--- src/rtl/ball_motion.sv ---
// ball_motion: Pong ball physics, advancing the ball one step per motion tick.
// Ports:
//   CLOCK_50      system clock
//   rst           synchronous, active-high reset
//   serve         one-cycle launch pulse, honoured only while parked
//   paddle_left   paddle left x, inclusive
//   paddle_right  paddle right x, inclusive
//   paddle_top    paddle top y
//   ball_x/ball_y ball centre, fed straight to the renderer's circle test
//   moving        high from launch until the ball is recentred after a miss
//   hit/miss      one-cycle event pulses
//   score         paddle hit count, saturating at 255
module ball_motion #(
    parameter int WIDTH    = 640,
    parameter int HEIGHT   = 480,
    parameter int RADIUS   = 10,
    parameter int STEP     = 2,
    parameter int TICK_DIV = 1000000
) (
    input  logic       CLOCK_50,
    input  logic       rst,
    input  logic       serve,
    input  logic [9:0] paddle_left,
    input  logic [9:0] paddle_right,
    input  logic [8:0] paddle_top,
    output logic [9:0] ball_x,
    output logic [8:0] ball_y,
    output logic       moving,
    output logic       hit,
    output logic       miss,
    output logic [7:0] score
);
    localparam int CW = TICK_DIV > 1 ? $clog2(TICK_DIV) : 1;
    localparam logic signed [10:0] S    = 11'(STEP);
    localparam logic signed [10:0] R    = 11'(RADIUS);
    localparam logic signed [10:0] XMAX = 11'(WIDTH - 1 - RADIUS);
    localparam logic signed [10:0] YMAX = 11'(HEIGHT - 1 - RADIUS);
    localparam logic [9:0] X0 = 10'(WIDTH / 2);
    localparam logic [8:0] Y0 = 9'(HEIGHT / 2);

    typedef enum logic [1:0] {IDLE, MOVE, MISS} state_t;

    state_t          state, state_n;
    logic [CW-1:0]   cnt, cnt_n;
    logic [9:0]      ball_x_n;
    logic [8:0]      ball_y_n;
    logic [7:0]      score_n;
    logic            dx_neg, dx_neg_n, dy_neg, dy_neg_n, hit_n, miss_n;
    logic            tick, on_paddle;
    logic signed [10:0] nx, ny, by, pt;

    // Directions are kept as sign bits; the magnitude is always STEP.
    always_comb begin
        tick      = state == MOVE && cnt == CW'(TICK_DIV - 1);
        nx        = $signed({1'b0, ball_x}) + (dx_neg ? -S : S);
        ny        = $signed({2'b0, ball_y}) + (dy_neg ? -S : S);
        by        = $signed({2'b0, ball_y});
        pt        = $signed({2'b0, paddle_top});
        // Paddle contact only when descending and crossing the paddle line on this step.
        on_paddle = !dy_neg && (by + R < pt) && (ny + R >= pt)
                    && ball_x >= paddle_left && ball_x <= paddle_right;
    end

    always_comb begin
        state_n  = state;
        cnt_n    = cnt;
        ball_x_n = ball_x;
        ball_y_n = ball_y;
        dx_neg_n = dx_neg;
        dy_neg_n = dy_neg;
        score_n  = score;
        hit_n    = 1'b0;
        miss_n   = 1'b0;
        case (state)
            IDLE: begin
                if (serve) begin
                    state_n = MOVE;
                    cnt_n   = '0;
                end
            end
            MOVE: begin
                cnt_n = tick ? '0 : cnt + 1'b1;
                if (tick) begin
                    if (!(ny > YMAX) || ny < R || on_paddle) begin
                        ball_x_n = nx < R ? R[9:0] : nx > XMAX ? XMAX[9:0] : nx[9:0];
                        dx_neg_n = nx < R ? 1'b0 : nx > XMAX ? 1'b1 : dx_neg;
                    end
                    if (ny < R) begin
                        ball_y_n = R[8:0];
                        dy_neg_n = 1'b0;
                    end else if (on_paddle) begin
                        ball_y_n = paddle_top - 9'(RADIUS);
                        dy_neg_n = 1'b1;
                        hit_n    = 1'b1;
                        score_n  = score + 8'(score != 8'hFF);
                    end else if (ny > YMAX) begin
                        // Position is frozen for the single MISS cycle.
                        state_n = MISS;
                        miss_n  = 1'b1;
                    end else begin
                        ball_y_n = ny[8:0];
                    end
                end
            end
            MISS: begin
                state_n  = IDLE;
                ball_x_n = X0;
                ball_y_n = Y0;
                dy_neg_n = 1'b0;
            end
            default: state_n = IDLE;
        endcase
    end

    always_ff @(posedge CLOCK_50) begin
        if (rst) begin
            state  <= IDLE;
            cnt    <= '0;
            ball_x <= X0;
            ball_y <= Y0;
            dx_neg <= 1'b0;
            dy_neg <= 1'b0;
            score  <= '0;
            hit    <= 1'b0;
            miss   <= 1'b0;
            moving <= 1'b0;
        end else begin
            state  <= state_n;
            cnt    <= cnt_n;
            ball_x <= ball_x_n;
            ball_y <= ball_y_n;
            dx_neg <= dx_neg_n;
            dy_neg <= dy_neg_n;
            score  <= score_n;
            hit    <= hit_n;
            miss   <= miss_n;
            // moving drops together with the recentre that ends MISS.
            moving <= state_n != IDLE;
        end
    end
endmodule

--- config.mk ---
export PLATFORM = sky130hd
export DESIGN_NAME = ball_motion
export DESIGN_NICKNAME = d
export VERILOG_FILES = /design/src/rtl/ball_motion.sv
export SDC_FILE = /design/constraint.sdc
export NUM_CORES = 1
export LEC_CHECK = 0
export CORE_UTILIZATION = 52
export DETAILED_ROUTE_END_ITERATION = 7
export PLACE_DENSITY = 0.88
export SLEW_MARGIN = 20
export SYNTH_ARGS = -nofsm -noshare
export SYNTH_HDL_FRONTEND = slang
export SYNTH_SLANG_ARGS = --single-unit
--- constraint.sdc ---
create_clock -name CLOCK_50 -period 3.9 [get_ports CLOCK_50]
set_clock_uncertainty 0.2 [all_clocks]
set_input_delay 0.78 -clock CLOCK_50 [delete_from_list [all_inputs] [get_ports CLOCK_50]]
set_output_delay 0.78 -clock CLOCK_50 [all_outputs]
set_load 0.005 [all_outputs]
Yosys cells after proc, flatten, opt, wreduce, memory -nomap -nowiden:

Index checks and enable logic that the tools add are counted.

* word-level logic and storage cells: 88
* flip-flop bits (word level): 54
* output and inout bits: 30
* input bits: 32

* bitwise gates (word level): 3
* reduce and logical (&&, ||, !) cells: 22
* multiplexer cells: 29
* $lt $le $gt $ge: 8
* add/sub/neg operators: 7
* eq/ne operators: 9

Operators with widths (number)
* two-way mux 10 bit: 4
* two-way mux 20 bit: 2
* one-hot mux 20 bit (2 select lines): 1
* two-way mux 9 bit: 4
* less-than comparator 11 x 5 -> 1 bit (second input constant): 2
* two-way mux 11 bit: 2
* adder 20 x 1 -> 20 bit (second input constant): 1
* equality test 20 bit (second input constant): 1
* one-hot mux 10 bit (2 select lines): 1
* one-hot mux 9 bit (2 select lines): 1
* adder 10 x 11 -> 11 bit: 1
* adder 11 bit: 1
* adder 11 x 5 -> 11 bit (second input constant): 1
* >= comparator 11 x 10 -> 1 bit: 1
* > comparator 11 x 10 -> 1 bit (second input constant): 1
* > comparator 11 bit (second input constant): 1
* adder 9 x 4 -> 10 bit (second input constant): 1
* >= comparator 10 bit: 1
* <= comparator 10 bit: 1
* less-than comparator 10 x 9 -> 1 bit: 1
* two-way mux 2 bit: 5
* AND reduction 3 bit: 3
* subtractor 9 x 4 -> 9 bit (second input constant): 1
* adder 8 x 1 -> 8 bit: 1
* 20 further kinds: 39

Depth between registers and ports, before layout:

* depth in word-level cells: 12
* gate-level depth with buffers: 20
* depth with buffers taken out: 17

Worst setup path after synthesis:

OpenSTA, ideal clock, no wires.

* path kind: reg2reg
* start: register ball_y[1]
* end: register ball_y[2]
* arrival: 3.927 ns
* setup time: 0.117 ns
* data required time: 3.583 ns
* period minus slack after synthesis: 4.244 ns
* stages on the path, launching flop included: 19
* buffers on the path: 1
* setup slack: -0.344 ns
* cell sequence: dfxtp_1 > fa_1 > a211oi_1 > nor2_1 > xor2_2 > and3_4 > nand2_1 > xnor2_1 > ha_1 > nor3_1 > o21ai_0 > a21oi_1 > o2111a_1 > nand3_1 > a311oi_2 > o21ai_2 > and3_1 > buf_6 > a32o_1

* word-level cells in the longest chain between the ends: 10
* elaborated cells on any way between the ends: 18
* those cells by class: 3 x add/sub; 4 x order compare; 1 x eq/ne; 5 x mux; 5 x reduce/logical

Ends and longest elaborated chain
* start, declared: RTL line 27 `output logic [8:0] ball_y,`
* start signal, assigned: RTL line 131 `ball_y <= ball_y_n;`
* adder 10 x 11 -> 11 bit / adder 9 x 4 -> 10 bit (equally long branches): RTL line 56, 60
* adder 11 x 5 -> 11 bit / less-than comparator 10 x 9 -> 1 bit (equally long branches): RTL line 60 `on_paddle = !dy_neg && (by + R < pt) && (ny + R >= pt)`
* >= comparator 11 x 10 -> 1 bit / logical AND 1 bit (equally long branches): RTL line 60
* logical AND 1 bit: RTL line 60
* logical AND 1 bit (2 in series): RTL line 61 `&& ball_x >= paddle_left && ball_x <= paddle_right;`
* two-way mux 9 bit: RTL line 91 `end else if (on_paddle) begin`
* two-way mux 9 bit: RTL line 88 `if (ny < R) begin`
* two-way mux 9 bit: RTL line 83 `if (tick) begin`
* one-hot mux 9 bit (2 select lines): RTL line 74 `case (state)`

Parallel ways exist; a longest one is shown, timed or not. The select of a mux whose other input is x is not followed.
A chain may end at the register's enable or synchronous reset.

Final worst setup path:

* start: register dy_neg
* end: register state[0]

* word-level cells in the longest chain between the ends: 11
* elaborated cells on any way between the ends: 16
* those cells by class: 2 x add/sub; 3 x order compare; 6 x mux; 5 x reduce/logical

Ends and longest elaborated chain
* start, declared: RTL line 48 `logic dx_neg, dx_neg_n, dy_neg, dy_neg_n, hit_n, miss_n;`
* start signal, assigned: RTL line 133 `dy_neg <= dy_neg_n;`
* two-way mux 11 bit: RTL line 56 `ny = $signed({2'b0, ball_y}) + (dy_neg ? -S : S);`
* adder 10 x 11 -> 11 bit: RTL line 56
* adder 11 x 5 -> 11 bit: RTL line 60
* >= comparator 11 x 10 -> 1 bit: RTL line 60
* logical AND 1 bit: RTL line 60
* logical AND 1 bit (2 in series): RTL line 61
* two-way mux 2 bit: RTL line 91
* two-way mux 2 bit *: RTL line 88
* two-way mux 2 bit *: RTL line 83
* one-hot mux 2 bit (2 select lines) *: RTL line 74
* end signal, assigned: RTL line 128 `state <= state_n;`
* end, declared: RTL line 43 `state_t state, state_n;`

Every way passes the cells marked *; elsewhere a longest branch is shown, timed or not.

==> impl_metrics.json <==
{
  "outcome": "complete, but fails checks",
  "violations": "setup timing",
  "antenna_found_initial": 0,
  "cp_top_family": "compound AO/OA/AOI/OAI gates",
  "routedWlPerCell_um": 17.4,
  "fin_crit_ns": 4.08,
  "fin_crit_sh_pct": 105,
  "root_buffer": "clkbuf_8",
  "num-nets-final": 845,
  "setup_viol": 24,
  "regToRegSetupSlack_ns": -0.18,
  "yosysMostFrequentCell": "ha_1",
  "final_cells": 874,
  "arrival_ns": 4.09,
  "end_kind": "flop",
  "path_clk_slew_ns": 0.11,
  "htree_levels": 2,
  "synth_edf_count": 0,
  "dp.cells": 861,
  "fp.dieW_um": 100,
  "vias_per_cell": 6.00,
  "syn-num-nets": 714,
  "fp-row-count": 35,
  "fmax_mhz": 245,
  "async_flop_share_pct": 0,
  "postSynthAreaPerCell_um2": 8.18,
  "clk_latency_ns": 0.32,
  "cts_buffers": 5,
  "synth_area_um2": 5020,
  "hold_violations": 0,
  "syn_inst": 613,
  "slew_violations": 0,
  "max_stage_delay_ns": 0.40,
  "grt-busiest-layer": "met2",
  "cts.path.max_buffers": 2,
  "synth_ff_type": "dfxtp_1",
  "ios": 62,
  "gp_congestion": 0.963,
  "area.growth.synth_to_final_pct": 32.0,
  "hold_buffers": 0,
  "dp_hpwl_mm": 11.4,
  "fp.coreArea_um2": 9280,
  "initial_utilization_pct": 54.0,
  "antenna_cells": 0,
  "slew_headroom_pct": 53.5,
  "p_per_area_nw_per_um2": 342,
  "worst_slack_ns": -0.181,
  "vias": 5240,
  "die_height_um": 100,
  "path_class": "flop to flop",
  "grt.overflow.total": 0,
  "grt_pass1_wl_mm": 23.5,
  "maxCapViolCount": 0,
  "fillerInstances": 724,
  "final_util_pct": 71.3,
  "grtUsageMet3_pct": 5.15,
  "grt_use_total_pct": 29.0,
  "path_cells": "buf_6 > ha_4 > xor2_1 > a21oi_1 > nor3b_2 > nand4_1 > xor2_1 > ha_2 > nor3_2 > o21ai_1 > a21oi_2 > o2111a_1 > nand3_1 > a311oi_2 > buf_4 > buf_4 > o211ai_1 > a21oi_1 > a211oi_1",
  "yosysSeqAreaShare_pct": 21.6,
  "dieArea_um2": 10000,
  "ant_nets": 0,
  "synth_top_area_share_pct": 21.6,
  "ys_types": 78,
  "drc": 0,
  "yosys_warnings": 0,
  "cts.sinks": 54,
  "synth_top_cells_by_count": "67 x ha_1, 61 x nor2_1, 54 x dfxtp_1, 54 x inv_1, 37 x nand2_1",
  "post-route-cell-area_um2": 6620,
  "ys_ff_latch": 54,
  "yosys.area.top_type": "dfxtp_1",
  "wl_mm": 15.2,
  "place_ws_ns": -0.407,
  "grt_pass1_vias": 5093,
  "grt_max_degree": 24,
  "slowest_stage": "dfxtp_4",
  "cp_num_buf_inv": 3,
  "cp_max_fo": 7,
  "grtUsageMet1_pct": 35.2,
  "hp-class": "flop to flop",
  "tightest_slew_ns": 0.698,
  "post_dp_cell_area_um2": 6280,
  "ir_worst_vdd_mv": 0.271,
  "cp-start-kind": "flop",
  "dr.pass1.iters": 6,
  "drt_iter0_drc": 453,
  "fin_hold_ws_ns": 0.318,
  "drive_gt1_share_pct": 20.3,
  "synthTopCellsByArea": "dfxtp_1 22%, ha_1 17%, nor2_1 4.6%, xnor2_1 4.5%, inv_1 4.0%",
  "rsz0062_at_grt": "yes",
  "grt.met2_usage_pct": 51.5,
  "p_leak_nw": 2.79,
  "cp.required_ns": 3.91,
  "cts_tree": "built",
  "numPortBuffers": 61
}
where the power goes:
group | switching, mW | internal [mW] | total [mW] | leakage [nW]
combinational | 0.659 | 0.672 | 1.33 | 2.30
clock | 0.209 | 0.133 | 0.342 | 0.0491
sequential | 0.0205 | 0.567 | 0.588 | 0.439
cell type report:
| cell class | count | area (um^2) | area share [%] |
|---|---|---|---|
| clock buffers | 5 | 68.8 | 1.04 |
| repair buffers | 135 | 1210 | 18.3 |
| inverters | 54 | 203 | 3.06 |
| multi-input cells | 494 | 3860 | 58.3 |
| flip-flops and latches | 54 | 1090 | 16.5 |
| well taps | 129 | 161 | 2.44 |
| clock inverters | 3 | 26.3 | 0.397 |
flip-flops by register name, summed over array words and instances (netlist names):
name	flops
cnt	20
moving	1
dy_neg	1
hit	1
score	8
ball_x	10
dx_neg	1
ball_y	9
miss	1
state	2
stage by stage:
step | TNS, ns | power [mW]
4_1_cts | -1.64 | 2.13
5_1_grt | -6.23 | 2.37
3_5_place_dp | -7.16 | 1.73
6_report | -2.17 | 2.26
3_3_place_gp | -0.916 | 1.68
2_1_floorplan | -0.246 | 1.28
layer usage:
layer | share of wire [%] | wire length, um | up-vias
li1 | - | - | 2478
met1 | 41 | 6280 | 2492
met2 | 49 | 7480 | 225
met3 | 6.9 | 1060 | 45
met4 | 2.6 | 391 | 0
met5 | 0 | 0 | -
final timing paths:
check	from	end	depth (start not counted)
max	dy_neg	state[0]	19
min	cnt[18]	cnt[18]	2
max reg2reg	dy_neg	state[0]	19
min reg2reg	cnt[18]	cnt[18]	2
cells in the final DEF, fill, tap and decap left out, types with 9 or more instances in the layout:
cell type / Yosys / routed
ha_1: 67 / 61
a211oi_1: 10 / 9
o21ai_1: 6 / 9
o21ai_0: 24 / 21
a21oi_1: 36 / 32
nand2_1: 37 / 36
xnor2_1: 26 / 24
mux2i_1: 11 / 11
dfxtp_1: 54 / 50
nor2_1: 61 / 56
nand4_1: 14 / 14
clkdlybuf4s50_1: 0 / 61
nor2b_1: 14 / 13
buf_4: 1 / 65
xor2_1: 17 / 17
inv_1: 54 / 54
nand3_1: 29 / 29
repair_timing:
item | in CTS | in global routing
resized for setup | 19 | 27
setup endpoints to repair | 31 | 33
buffers inserted | 3 | 2
pin swaps | 18 | 9
worst reg2reg max path: stages (launching register included):
cell and delay [ns]:
dfxtp_4 0.40, buf_6 0.13, ha_4 0.31, xor2_1 0.24, a21oi_1 0.10, nor3b_2 0.25, nand4_1 0.18, xor2_1 0.20
ha_2 0.19, nor3_2 0.17, o21ai_1 0.10, a21oi_2 0.17, o2111a_1 0.22, nand3_1 0.10, a311oi_2 0.37, buf_4 0.18
buf_4 0.09, o211ai_1 0.12, a21oi_1 0.20, a211oi_1 0.07
logic make-up after synthesis:
logic type	synth area share (%)
AO/OA/AOI/OAI	21.0
XOR/XNOR	8.16
adder cells (fa/ha/maj)	17.5
buffers and inverters	5.41
flip-flops	21.6
multiplexers	3.09
AND/OR/NAND/NOR	23.3
(Power assumes the default switching activity.)
